**src/rtl/rtc_pkg.sv**
```systemverilog
// Shared definitions for the RTC multiplexed-bus controllers (read and write FSMs).
// Contents:
//   - RTC register addresses and the transfer command byte
//   - number of accesses in one read sequence
//   - controller state encoding
package rtc_pkg;

  // Command slot: writing CMD_TRANSFER to ADDR_CMD copies the RTC counters
  // into its read buffers so the nine reads below see one coherent snapshot.
  localparam logic [7:0] ADDR_CMD      = 8'hF0;
  localparam logic [7:0] CMD_TRANSFER  = 8'hF0;

  localparam logic [7:0] ADDR_SEG      = 8'h21;
  localparam logic [7:0] ADDR_MIN      = 8'h22;
  localparam logic [7:0] ADDR_HORA     = 8'h23;
  localparam logic [7:0] ADDR_DIA      = 8'h24;
  localparam logic [7:0] ADDR_MES      = 8'h25;
  localparam logic [7:0] ADDR_ANIO     = 8'h26;
  localparam logic [7:0] ADDR_SEG_TIM  = 8'h41;
  localparam logic [7:0] ADDR_MIN_TIM  = 8'h42;
  localparam logic [7:0] ADDR_HORA_TIM = 8'h43;

  // One command access followed by nine register reads.
  localparam int N_ACC = 10;

  typedef enum logic [2:0] {
    ST_IDLE    = 3'd0,
    ST_ADDR    = 3'd1,
    ST_GAP_AD  = 3'd2,
    ST_DATA    = 3'd3,
    ST_GAP_END = 3'd4,
    ST_FIN     = 3'd5
  } rtc_state_e;

endpackage

```
**src/rtl/rtc_phase_timer.sv**
```systemverilog
// Loadable down-counter used to time the address, data and gap phases.
// Ports:
//   clk, reset  - clock, synchronous active-high reset
//   load        - load load_val on the next edge (takes priority over counting)
//   load_val    - phase length minus one
//   tc          - terminal count: counter is at zero (last cycle of the phase)
// The counter stops at zero; it only leaves zero through an explicit load.
module rtc_phase_timer #(
  parameter int W = 2
) (
  input  logic         clk,
  input  logic         reset,
  input  logic         load,
  input  logic [W-1:0] load_val,
  output logic         tc
);

  logic [W-1:0] cnt_q;
  logic [W-1:0] cnt_d;

  // Next count: reload, decrement, or hold at zero.
  always_comb begin
    cnt_d = cnt_q;
    if (load) begin
      cnt_d = load_val;
    end else if (cnt_q != {W{1'b0}}) begin
      cnt_d = cnt_q - {{(W-1){1'b0}}, 1'b1};
    end else begin
      cnt_d = cnt_q;
    end
  end

  // Counter register.
  always_ff @(posedge clk) begin
    if (reset) begin
      cnt_q <= {W{1'b0}};
    end else begin
      cnt_q <= cnt_d;
    end
  end

  assign tc = (cnt_q == {W{1'b0}});

endmodule

```
**src/rtl/fsm_lec_rtc.sv**
```systemverilog
// Read-side controller for the RTC multiplexed address/data bus.
// A do_it_lec pulse in IDLE starts one sequence: a transfer command write,
// then nine register reads whose bytes are latched and exposed unchanged.
// Ports:
//   clk, reset          - clock, synchronous active-high reset
//   do_it_lec           - start request, honoured only in IDLE
//   bus_in              - byte driven by the RTC during read data phases
//   a_d, cs, rd, wr     - bus control (a_d: 0 address / 1 data; others active low)
//   bus_out             - address or command byte driven to the RTC
//   buffer_activo       - 1 while this block owns bus_out
//   busy, done          - sequence in progress / one-cycle completion pulse
//   seg..anio           - latched time/date bytes
//   seg_tim..hora_tim   - latched timer bytes
// All bus outputs are registered: they are decoded from the next state so
// they change on the same edge as the state register, glitch-free.
module fsm_lec_rtc
  import rtc_pkg::*;
#(
  parameter int T_PH  = 4,
  parameter int T_GAP = 2
) (
  input  logic       clk,
  input  logic       reset,
  input  logic       do_it_lec,
  input  logic [7:0] bus_in,
  output logic       a_d,
  output logic       cs,
  output logic       rd,
  output logic       wr,
  output logic [7:0] bus_out,
  output logic       buffer_activo,
  output logic       busy,
  output logic       done,
  output logic [7:0] seg,
  output logic [7:0] min,
  output logic [7:0] hora,
  output logic [7:0] dia,
  output logic [7:0] mes,
  output logic [7:0] anio,
  output logic [7:0] seg_tim,
  output logic [7:0] min_tim,
  output logic [7:0] hora_tim
);

  localparam int MAXV = (T_PH > T_GAP) ? T_PH : T_GAP;
  localparam int CW   = $clog2(MAXV);
  localparam logic [CW-1:0] PH_LOAD  = CW'(T_PH - 1);
  localparam logic [CW-1:0] GAP_LOAD = CW'(T_GAP - 1);
  localparam logic [3:0]    IDX_LAST = 4'(N_ACC - 1);

  rtc_state_e state_q, state_d;
  logic [3:0] idx_q, idx_d;
  logic       tmr_load;
  logic [CW-1:0] tmr_val;
  logic       tmr_tc;
  logic       capture;

  logic       a_d_q, a_d_d, cs_q, cs_d, rd_q, rd_d, wr_q, wr_d;
  logic [7:0] bus_out_q, bus_out_d;
  logic       buf_q, buf_d, busy_q, busy_d, done_q, done_d;
  logic [7:0] regs_q [9];
  logic [7:0] regs_d [9];

  // Address for access slot i (slot 0 is the transfer command).
  function automatic logic [7:0] addr_of(input logic [3:0] i);
    case (i)
      4'd0:    addr_of = ADDR_CMD;
      4'd1:    addr_of = ADDR_SEG;
      4'd2:    addr_of = ADDR_MIN;
      4'd3:    addr_of = ADDR_HORA;
      4'd4:    addr_of = ADDR_DIA;
      4'd5:    addr_of = ADDR_MES;
      4'd6:    addr_of = ADDR_ANIO;
      4'd7:    addr_of = ADDR_SEG_TIM;
      4'd8:    addr_of = ADDR_MIN_TIM;
      4'd9:    addr_of = ADDR_HORA_TIM;
      default: addr_of = 8'h00;
    endcase
  endfunction

  rtc_phase_timer #(.W(CW)) u_timer (
    .clk      (clk),
    .reset    (reset),
    .load     (tmr_load),
    .load_val (tmr_val),
    .tc       (tmr_tc)
  );

  // Next-state, slot index, phase timer reload and read capture.
  always_comb begin
    state_d  = state_q;
    idx_d    = idx_q;
    tmr_load = 1'b0;
    tmr_val  = PH_LOAD;
    capture  = 1'b0;
    case (state_q)
      ST_IDLE: begin
        if (do_it_lec) begin
          state_d  = ST_ADDR;
          idx_d    = 4'd0;
          tmr_load = 1'b1;
          tmr_val  = PH_LOAD;
        end else begin
          state_d  = ST_IDLE;
        end
      end
      ST_ADDR: begin
        if (tmr_tc) begin
          state_d = ST_GAP_AD;
        end else begin
          state_d = ST_ADDR;
        end
      end
      ST_GAP_AD: begin
        state_d  = ST_DATA;
        tmr_load = 1'b1;
        tmr_val  = PH_LOAD;
      end
      ST_DATA: begin
        if (tmr_tc) begin
          // Last data cycle: the RTC byte is stable, latch it for reads.
          capture  = (idx_q != 4'd0);
          state_d  = ST_GAP_END;
          tmr_load = 1'b1;
          tmr_val  = GAP_LOAD;
        end else begin
          state_d  = ST_DATA;
        end
      end
      ST_GAP_END: begin
        if (tmr_tc) begin
          if (idx_q == IDX_LAST) begin
            state_d = ST_FIN;
          end else begin
            state_d  = ST_ADDR;
            idx_d    = idx_q + 4'd1;
            tmr_load = 1'b1;
            tmr_val  = PH_LOAD;
          end
        end else begin
          state_d = ST_GAP_END;
        end
      end
      ST_FIN: begin
        state_d = ST_IDLE;
      end
      default: begin
        state_d = ST_IDLE;
        idx_d   = 4'd0;
      end
    endcase
  end

  // Bus/status outputs decoded from the state being entered.
  always_comb begin
    a_d_d     = 1'b1;
    cs_d      = 1'b1;
    rd_d      = 1'b1;
    wr_d      = 1'b1;
    bus_out_d = 8'h00;
    buf_d     = 1'b0;
    busy_d    = 1'b0;
    done_d    = 1'b0;
    case (state_d)
      ST_IDLE: begin
        busy_d = 1'b0;
      end
      ST_ADDR: begin
        cs_d      = 1'b0;
        a_d_d     = 1'b0;
        wr_d      = 1'b0;
        buf_d     = 1'b1;
        bus_out_d = addr_of(idx_d);
        busy_d    = 1'b1;
      end
      ST_GAP_AD: begin
        buf_d     = 1'b1;
        bus_out_d = addr_of(idx_d);
        busy_d    = 1'b1;
      end
      ST_DATA: begin
        cs_d   = 1'b0;
        busy_d = 1'b1;
        if (idx_d == 4'd0) begin
          wr_d      = 1'b0;
          buf_d     = 1'b1;
          bus_out_d = CMD_TRANSFER;
        end else begin
          rd_d      = 1'b0;
          buf_d     = 1'b0;
          bus_out_d = addr_of(idx_d);
        end
      end
      ST_GAP_END: begin
        bus_out_d = addr_of(idx_d);
        busy_d    = 1'b1;
      end
      ST_FIN: begin
        done_d = 1'b1;
      end
      default: begin
        busy_d = 1'b0;
      end
    endcase
  end

  // Register file: only the slot being read can change, on its capture edge.
  always_comb begin
    for (int i = 0; i < 9; i++) begin
      if (capture && (idx_q == 4'(i + 1))) begin
        regs_d[i] = bus_in;
      end else begin
        regs_d[i] = regs_q[i];
      end
    end
  end

  // State, index, output and register-file flops.
  always_ff @(posedge clk) begin
    if (reset) begin
      state_q   <= ST_IDLE;
      idx_q     <= 4'd0;
      a_d_q     <= 1'b1;
      cs_q      <= 1'b1;
      rd_q      <= 1'b1;
      wr_q      <= 1'b1;
      bus_out_q <= 8'h00;
      buf_q     <= 1'b0;
      busy_q    <= 1'b0;
      done_q    <= 1'b0;
      for (int i = 0; i < 9; i++) begin
        regs_q[i] <= 8'h00;
      end
    end else begin
      state_q   <= state_d;
      idx_q     <= idx_d;
      a_d_q     <= a_d_d;
      cs_q      <= cs_d;
      rd_q      <= rd_d;
      wr_q      <= wr_d;
      bus_out_q <= bus_out_d;
      buf_q     <= buf_d;
      busy_q    <= busy_d;
      done_q    <= done_d;
      for (int i = 0; i < 9; i++) begin
        regs_q[i] <= regs_d[i];
      end
    end
  end

  assign a_d           = a_d_q;
  assign cs            = cs_q;
  assign rd            = rd_q;
  assign wr            = wr_q;
  assign bus_out       = bus_out_q;
  assign buffer_activo = buf_q;
  assign busy          = busy_q;
  assign done          = done_q;
  assign seg           = regs_q[0];
  assign min           = regs_q[1];
  assign hora          = regs_q[2];
  assign dia           = regs_q[3];
  assign mes           = regs_q[4];
  assign anio          = regs_q[5];
  assign seg_tim       = regs_q[6];
  assign min_tim       = regs_q[7];
  assign hora_tim      = regs_q[8];

endmodule

```
**config.mk**
```make
export PLATFORM = sky130hd
export DESIGN_NAME = fsm_lec_rtc
export DESIGN_NICKNAME = d
export VERILOG_FILES = /design/src/rtl/rtc_pkg.sv /design/src/rtl/rtc_phase_timer.sv /design/src/rtl/fsm_lec_rtc.sv
export SDC_FILE = /design/constraint.sdc
export NUM_CORES = 1
export LEC_CHECK = 0
export CORE_ASPECT_RATIO = 0.8
export CORE_MARGIN = 8
export CORE_UTILIZATION = 48
export DETAILED_ROUTE_END_ITERATION = 7
export PLACE_DENSITY = 0.79
export SYNTH_ARGS = -nofsm -noshare
export SYNTH_HDL_FRONTEND = slang
export SYNTH_SLANG_ARGS = --single-unit
```
**constraint.sdc**
```tcl
create_clock -name clk -period 2.8 [get_ports clk]
set_clock_uncertainty 0.1 [all_clocks]
set_input_delay 0.28 -clock clk [delete_from_list [all_inputs] [get_ports clk]]
set_output_delay 0.28 -clock clk [all_outputs]
set_load 0.05 [all_outputs]
```
==> flow_metrics.env, run 1 <==
export IMPL_status="complete, no violations"
export IMPL_drc_errors=0
export IMPL_max_slew_margin=0.449
export IMPL_chipHeight_um=94.4
export IMPL_cts_setup_buffers=0
export IMPL_total_power_mw=2.65
export IMPL_fmaxAchievable_ghz=0.410
export IMPL_grt_usage=0.188
export IMPL_multi_input_area_sq_mm=0.00165
export IMPL_dpl_hpwl_mm=7.05
export IMPL_layout_nets=500
export IMPL_cp_start_kind="register"
export IMPL_holdCritStartpoint="regs_q[0][17]"
export IMPL_finalCritPeriodShare=0.870
export IMPL_async_flop_share=0
export IMPL_antennaDiodeCount=0
export IMPL_ys_flop_type="dfxtp_1"
export IMPL_swShare=0.298
export IMPL_worstMarginPinSlew_ns=0.827
export IMPL_final_cells=594
export IMPL_wire_per_inst_um=16.9
export IMPL_drive_gt1_frac=0.0634
export IMPL_grt_util_met3=0.0784
export IMPL_syn_nets=415
export IMPL_drt_pass1_iterations=4
export IMPL_postSynthCellCount=399
export IMPL_reg2reg_slack_ns=0.36
export IMPL_ys_ff_latch=94
export IMPL_grt_busiest_layer="met2"
export IMPL_reg2reg_to="wr"
export IMPL_grt_antenna_before_repair=0
export IMPL_fillers=644
export IMPL_grt_ovfl_total=0
export IMPL_netlist_top_cells_area="dfxtp_1 51%, mux2i_1 13%, nor2_1 6.1%"
export IMPL_fp_dieW_um=114
export IMPL_clk_path_buf_depth=2
export IMPL_grt_util_met1=0.229
export IMPL_cts_tree="yes"
export IMPL_peakVddDrop_v=0.000365
export IMPL_min_to="regs_q[0][17]"
export IMPL_combinationalPowerShare=0.146
export IMPL_timing_rr_start="idx_q[1]"
export IMPL_ant_nets=0
export IMPL_met2_usage=0.300
export IMPL_viasPerCell=5.28
export IMPL_slew_violations=0
export IMPL_netlist_area_sq_mm=0.00369
export IMPL_p_sw_mw=0.790
export IMPL_via_count=3134
export IMPL_arrival_ns=2.60
export IMPL_area_growth_pct=32.7
export IMPL_clkPwrFrac=0.321
export IMPL_core_area_sq_mm=0.00743
export IMPL_cts_htree_levels=3
export IMPL_critPathKind="register to register"
export IMPL_crit_required_ns=2.97
export IMPL_power_density_mw_per_mm2=541
export IMPL_clkLatencyLatePin_ns=0.36
export IMPL_fin_area_sq_mm=0.00490
export IMPL_dp_cells=578
export IMPL_place_congestion=0.893
export IMPL_drtIter0Drc=166
export IMPL_min_period_ns=2.44
export IMPL_ctsResizeCount=0
export IMPL_grt_max_degree=46
export IMPL_cts_sinks=94
export IMPL_num_io_pins=98
export IMPL_synth_edf_count=0
export IMPL_hold_depth=2
export IMPL_worstPathMaxFanout=10
export IMPL_p_int_mw=1.86
export IMPL_cts_made_buffers=9
export IMPL_cts_root_buffer="clkbuf_8"
export IMPL_wirelength_mm=10.0
export IMPL_leakage_nw=2.06
export IMPL_seq_power_share=0.534
export IMPL_num_rows=28
export IMPL_yosysTopAreaCellShare=0.510
export IMPL_clkTransAtPathRegs_ns=0.09
export IMPL_start_util=0.497
export IMPL_hold_slack_ns=0.362
export IMPL_hold_class="register to register"
export IMPL_tns_ns=0
export IMPL_yosysUniqueCellTypes=42
export IMPL_synth_largest_area_cell="dfxtp_1"
export IMPL_grt_pass1_vias=3114
export IMPL_yosys_warnings=0
export IMPL_grt_pass1_wl_mm=16.1
export IMPL_setup_viol=0
export IMPL_rsz0062_at_grt="false"
export IMPL_reg2reg_depth=7
export IMPL_syn_area_per_cell_sq_um=9.24
export IMPL_yosysSeqAreaShare=0.510
export IMPL_end_kind="register"
export IMPL_regArea_sq_mm=0.00188
export IMPL_io_buffers=96
export IMPL_die_area_sq_mm=0.0108
export IMPL_placed_cell_area_sq_mm=0.00471
export IMPL_holdBufCountCts=0
export IMPL_max_cap_violations=0
export IMPL_hold_violations=0
critical path: stages, from the launching register on:
cell	delay, ns
dfxtp_1	0.38
inv_1	0.13
ha_1	0.20
and3b_1	0.28
nor3_4	0.09
a221oi_2	0.58
nand4_1	0.30
a31o_1	0.28
worst max-delay path by stage:
stage / from / end / slack (ns) / cells after the start
2_1_floorplan: idx_q[1] / wr / 0.62 / 7
3_3_place_gp: do_it_lec / wr / 0.30 / 6
6_report: idx_q[1] / wr / 0.36 / 7
3_5_place_dp: do_it_lec / wr / 0.22 / 6
5_1_grt: u_timer.cnt_q[0] / regs_q[0][43] / 0.11 / 7
4_1_cts: u_timer.cnt_q[0] / regs_q[0][44] / 0.33 / 7
sequential cells by signal (all words and copies together) (netlist names):
| name | cells |
|---|---|
| a_d | 1 |
| buffer_activo | 1 |
| bus_out | 6 |
| busy | 1 |
| cs | 1 |
| done | 1 |
| idx_q | 4 |
| rd | 1 |
| regs_q | 72 |
| state_q | 3 |
| u_timer.cnt_q | 2 |
| wr | 1 |
layout make-up:
cell class / instances / share of cell area
timing repair buffer: 104 / 0.208
clock buffer: 10 / 0.0281
inverter: 10 / 0.00767
clock inverter: 6 / 0.00920
tap: 105 / 0.0268
multi-input combinational: 265 / 0.336
sequential: 94 / 0.384
through the flow:
stage / util / worst slack, ns
4_1_cts: 0.659 / 0.333
3_3_place_gp: 0.635 / 0.305
3_5_place_dp: 0.635 / 0.218
6_report: 0.659 / 0.363
2_1_floorplan: - / 0.618
5_1_grt: 0.659 / 0.114
synthesized netlist by cell type (all sizes together), types with 2 or more instances:
| cell | count |
|---|---|
| nand3 | 28 |
| nand2 | 38 |
| clkbuf | 24 |
| a211oi | 4 |
| o21ai | 4 |
| dfxtp | 94 |
| nand4 | 2 |
| o32ai | 2 |
| o211ai | 2 |
| nand3b | 4 |
| a21oi | 29 |
| o31ai | 2 |
| ha | 5 |
| nor2 | 60 |
| mux2i | 48 |
| xor2 | 2 |
| buf | 6 |
| nor3 | 10 |
| a31oi | 2 |
| nor2b | 5 |
| inv | 10 |
metal layers:
metal,wire length (um),part of all wire
met3,939,0.094
met2,4780,0.48
met5,0,0
met1,4250,0.42
met4,48,0.0048
cells by family after synthesis:
group	Yosys count	share of synthesized area
simple gates	156	0.198
flops	94	0.510
compound gates	52	0.0923
mux	49	0.133
buf+inv	40	0.0434
fa+ha+maj	5	0.0170
xor+xnor	2	0.00475
other cells	1	0.00102
power by group through the flow:
stage	registers (mW)	logic [mW]	clock network (mW)
floorplan	1.52	0.204	0
global placement	1.44	0.380	0
detailed placement	1.44	0.385	0
CTS	1.41	0.388	0.866
global route	1.42	0.414	0.920
finish	1.41	0.386	0.849
cells in the final DEF (no fill, tap or decap), types with 2 or more instances in the layout:
cell type / instances
a31oi_1: 2
nand3_1: 28
inv_1: 10
o21ai_0: 4
mux2i_1: 48
nor3_1: 9
nand3b_1: 4
clkdlybuf4s50_1: 95
buf_4: 8
nand4_1: 2
a211oi_1: 4
xor2_1: 2
ha_1: 5
o31ai_1: 2
nor2b_1: 5
nor2_1: 60
clkinv_2: 2
nand2_1: 38
dfxtp_1: 94
a21oi_1: 29
o211ai_1: 2
o32ai_1: 2
clkbuf_8: 10
clkinv_4: 3
(Power assumes the default switching activity.)
==> run 2: changes to the inputs <==
--- a/config.mk
+++ b/config.mk
@@ -7,9 +7,8 @@
 export LEC_CHECK = 0
 export CORE_ASPECT_RATIO = 0.8
 export CORE_MARGIN = 8
-export CORE_UTILIZATION = 48
+export CORE_UTILIZATION = 32
 export DETAILED_ROUTE_END_ITERATION = 7
-export PLACE_DENSITY = 0.79
 export SYNTH_ARGS = -nofsm -noshare
 export SYNTH_HDL_FRONTEND = slang
 export SYNTH_SLANG_ARGS = --single-unit
==> run 2 against run 1 <==
Net effect:
- core utilization down 21 points
- non-clock buffer count up 1
- combinational power up 2%
- setup slack worse by 0.087 ns
- largest cell class unchanged
- highest routed layer unchanged
==> flow_metrics.env, run 2 (synthesis results as in run 1) <==
export IMPL_top_register="regs_q"
export IMPL_holdBufCountCts=0
export IMPL_via_count=3057
export IMPL_grt_usage=0.136
export IMPL_clkTransAtPathRegs_ns=0.06
export IMPL_min_period_ns=2.52
export IMPL_power_density_mw_per_mm2=614
export IMPL_rsz0062_at_grt="false"
export IMPL_layout_nets=501
export IMPL_final_common_cell="clkdlybuf4s50_1"
export IMPL_drc_errors=0
export IMPL_final_util=0.449
export IMPL_grt_pass1_vias=3033
export IMPL_dp_slack_ns=0.214
export IMPL_grt_max_degree=44
export IMPL_hold_class="register to register"
export IMPL_fmaxAchievable_ghz=0.396
export IMPL_wirelength_mm=10.2
export IMPL_total_power_mw=3.14
export IMPL_cts_setup_buffers=0
export IMPL_tns_ns=0
export IMPL_chipHeight_um=112
export IMPL_die_area_sq_mm=0.0152
export IMPL_cts_tree="yes"
export IMPL_setup_ws_ns=0.275
export IMPL_clkLatencyLatePin_ns=0.33
export IMPL_peakVddDrop_v=0.000303
export IMPL_critPathKind="register to register"
export IMPL_cp_start_kind="register"
export IMPL_antennaDiodeCount=0
export IMPL_viasPerCell=4.79
export IMPL_cts_sinks=94
export IMPL_drtIter0Drc=166
export IMPL_drive_gt1_frac=0.0653
export IMPL_largest_reg_flops=72
export IMPL_drt_pass1_iterations=4
export IMPL_cts_made_buffers=9
export IMPL_num_io_pins=98
export IMPL_setup_viol=0
export IMPL_dr_wl_met2_mm=4.52
export IMPL_start_util=0.324
export IMPL_worstPathMaxFanout=13
export IMPL_grt_ovfl_total=0
export IMPL_status="complete, no violations"
export IMPL_mostFrequentLayoutCells="95 x clkdlybuf4s50_1, 94 x dfxtp_1, 60 x nor2_1, 48 x mux2i_1, 38 x nand2_1"
export IMPL_dpl_hpwl_mm=7.34
export IMPL_clk_path_buf_depth=2
export IMPL_core_area_sq_mm=0.0114
export IMPL_finalCritPeriodShare=0.902
export IMPL_drt_met1_wl_mm=4.82
export IMPL_ctsResizeCount=0
export IMPL_ant_nets=0
export IMPL_leakage_nw=2.13
export IMPL_place_congestion=0.837
export IMPL_max_cap_violations=0
export IMPL_max_slew_margin=0.475
export IMPL_cts_htree_levels=3
export IMPL_worstMarginPinSlew_ns=0.788
export IMPL_io_buffers=96
export IMPL_crit_required_ns=2.91
export IMPL_area_growth_pct=38.5
export IMPL_grt_antenna_before_repair=0
export IMPL_wl_met3_um=791
export IMPL_hold_violations=0
export IMPL_wire_per_inst_um=16.0
export IMPL_hold_slack_ns=0.356
export IMPL_end_kind="register"
export IMPL_grt_pass1_wl_mm=16.4
export IMPL_num_rows=35
export IMPL_cts_root_buffer="clkbuf_16"
export IMPL_slew_violations=0
export IMPL_top_layer="met4"
export IMPL_arrival_ns=2.63
export IMPL_fp_dieW_um=136
-- run 2: changes by cell type in the layout (fill, tap and decap cells not counted), sizes merged --
cell	delta
clkinv	-3
clkinvlp	+1
clkbuf	+1
bufinv	+2
inv	-1
buf	+1
-- run 2: worst max-delay path: stages (launching register included) --
cell	delay, ns
dfxtp_1	0.32
inv_1	0.05
ha_1	0.42
nand4b_1	0.32
nor3_1	0.43
nand2_1	0.43
mux2i_1	0.26
nor2_1	0.06
-- run 2: final cells by class --
type,count,area [sq um]
Inverter,10,37.5
Multi-Input combinational cell,265,1650
Clock buffer,11,253
Clock inverter,5,81.3
Tap cell,148,185
Fill cell,1092,6280
Sequential cell,94,1880
Timing Repair Buffer,105,1020
-- run 2: stage by stage --
step                instances  area [sq um]
floorplan                 399          3690
global placement          622          4770
detailed placement        622          4770
CTS                       638          5110
global route              638          5110
finish                    638          5110
-- run 2: where the power goes --
group | total, mW | switching, mW | internal, mW
Sequential | 1.42 | 0.0356 | 1.38
Combinational | 0.393 | 0.265 | 0.128
Clock | 1.33 | 0.498 | 0.831
-- run 2: worst paths after layout --
check                         from             to  slack, ns  depth (start not counted)
setup reg to reg  u_timer.cnt_q[0]  regs_q[0][38]       0.28                          7
hold / removal       regs_q[0][23]  regs_q[0][23]       0.36                          2
hold reg to reg      regs_q[0][23]  regs_q[0][23]       0.36                          2
setup / recovery  u_timer.cnt_q[0]  regs_q[0][38]       0.28                          7
-- run 2: metal layers --
layer	track usage	vias up
met5	0	-
met4	0.0373	0
met3	0.0558	10
met2	0.207	78
met1	0.173	1440
li1	-	1529
==> run 3: changes to the inputs <==
--- a/config.mk
+++ b/config.mk
@@ -8,6 +8,7 @@
 export CORE_ASPECT_RATIO = 0.8
 export CORE_MARGIN = 8
 export CORE_UTILIZATION = 32
+export CTS_CLUSTER_SIZE = 25
 export DETAILED_ROUTE_END_ITERATION = 7
 export SYNTH_ARGS = -nofsm -noshare
 export SYNTH_HDL_FRONTEND = slang
==> results of run 3 <==
Final layout, timing and power as in run 2 (identical DEF).
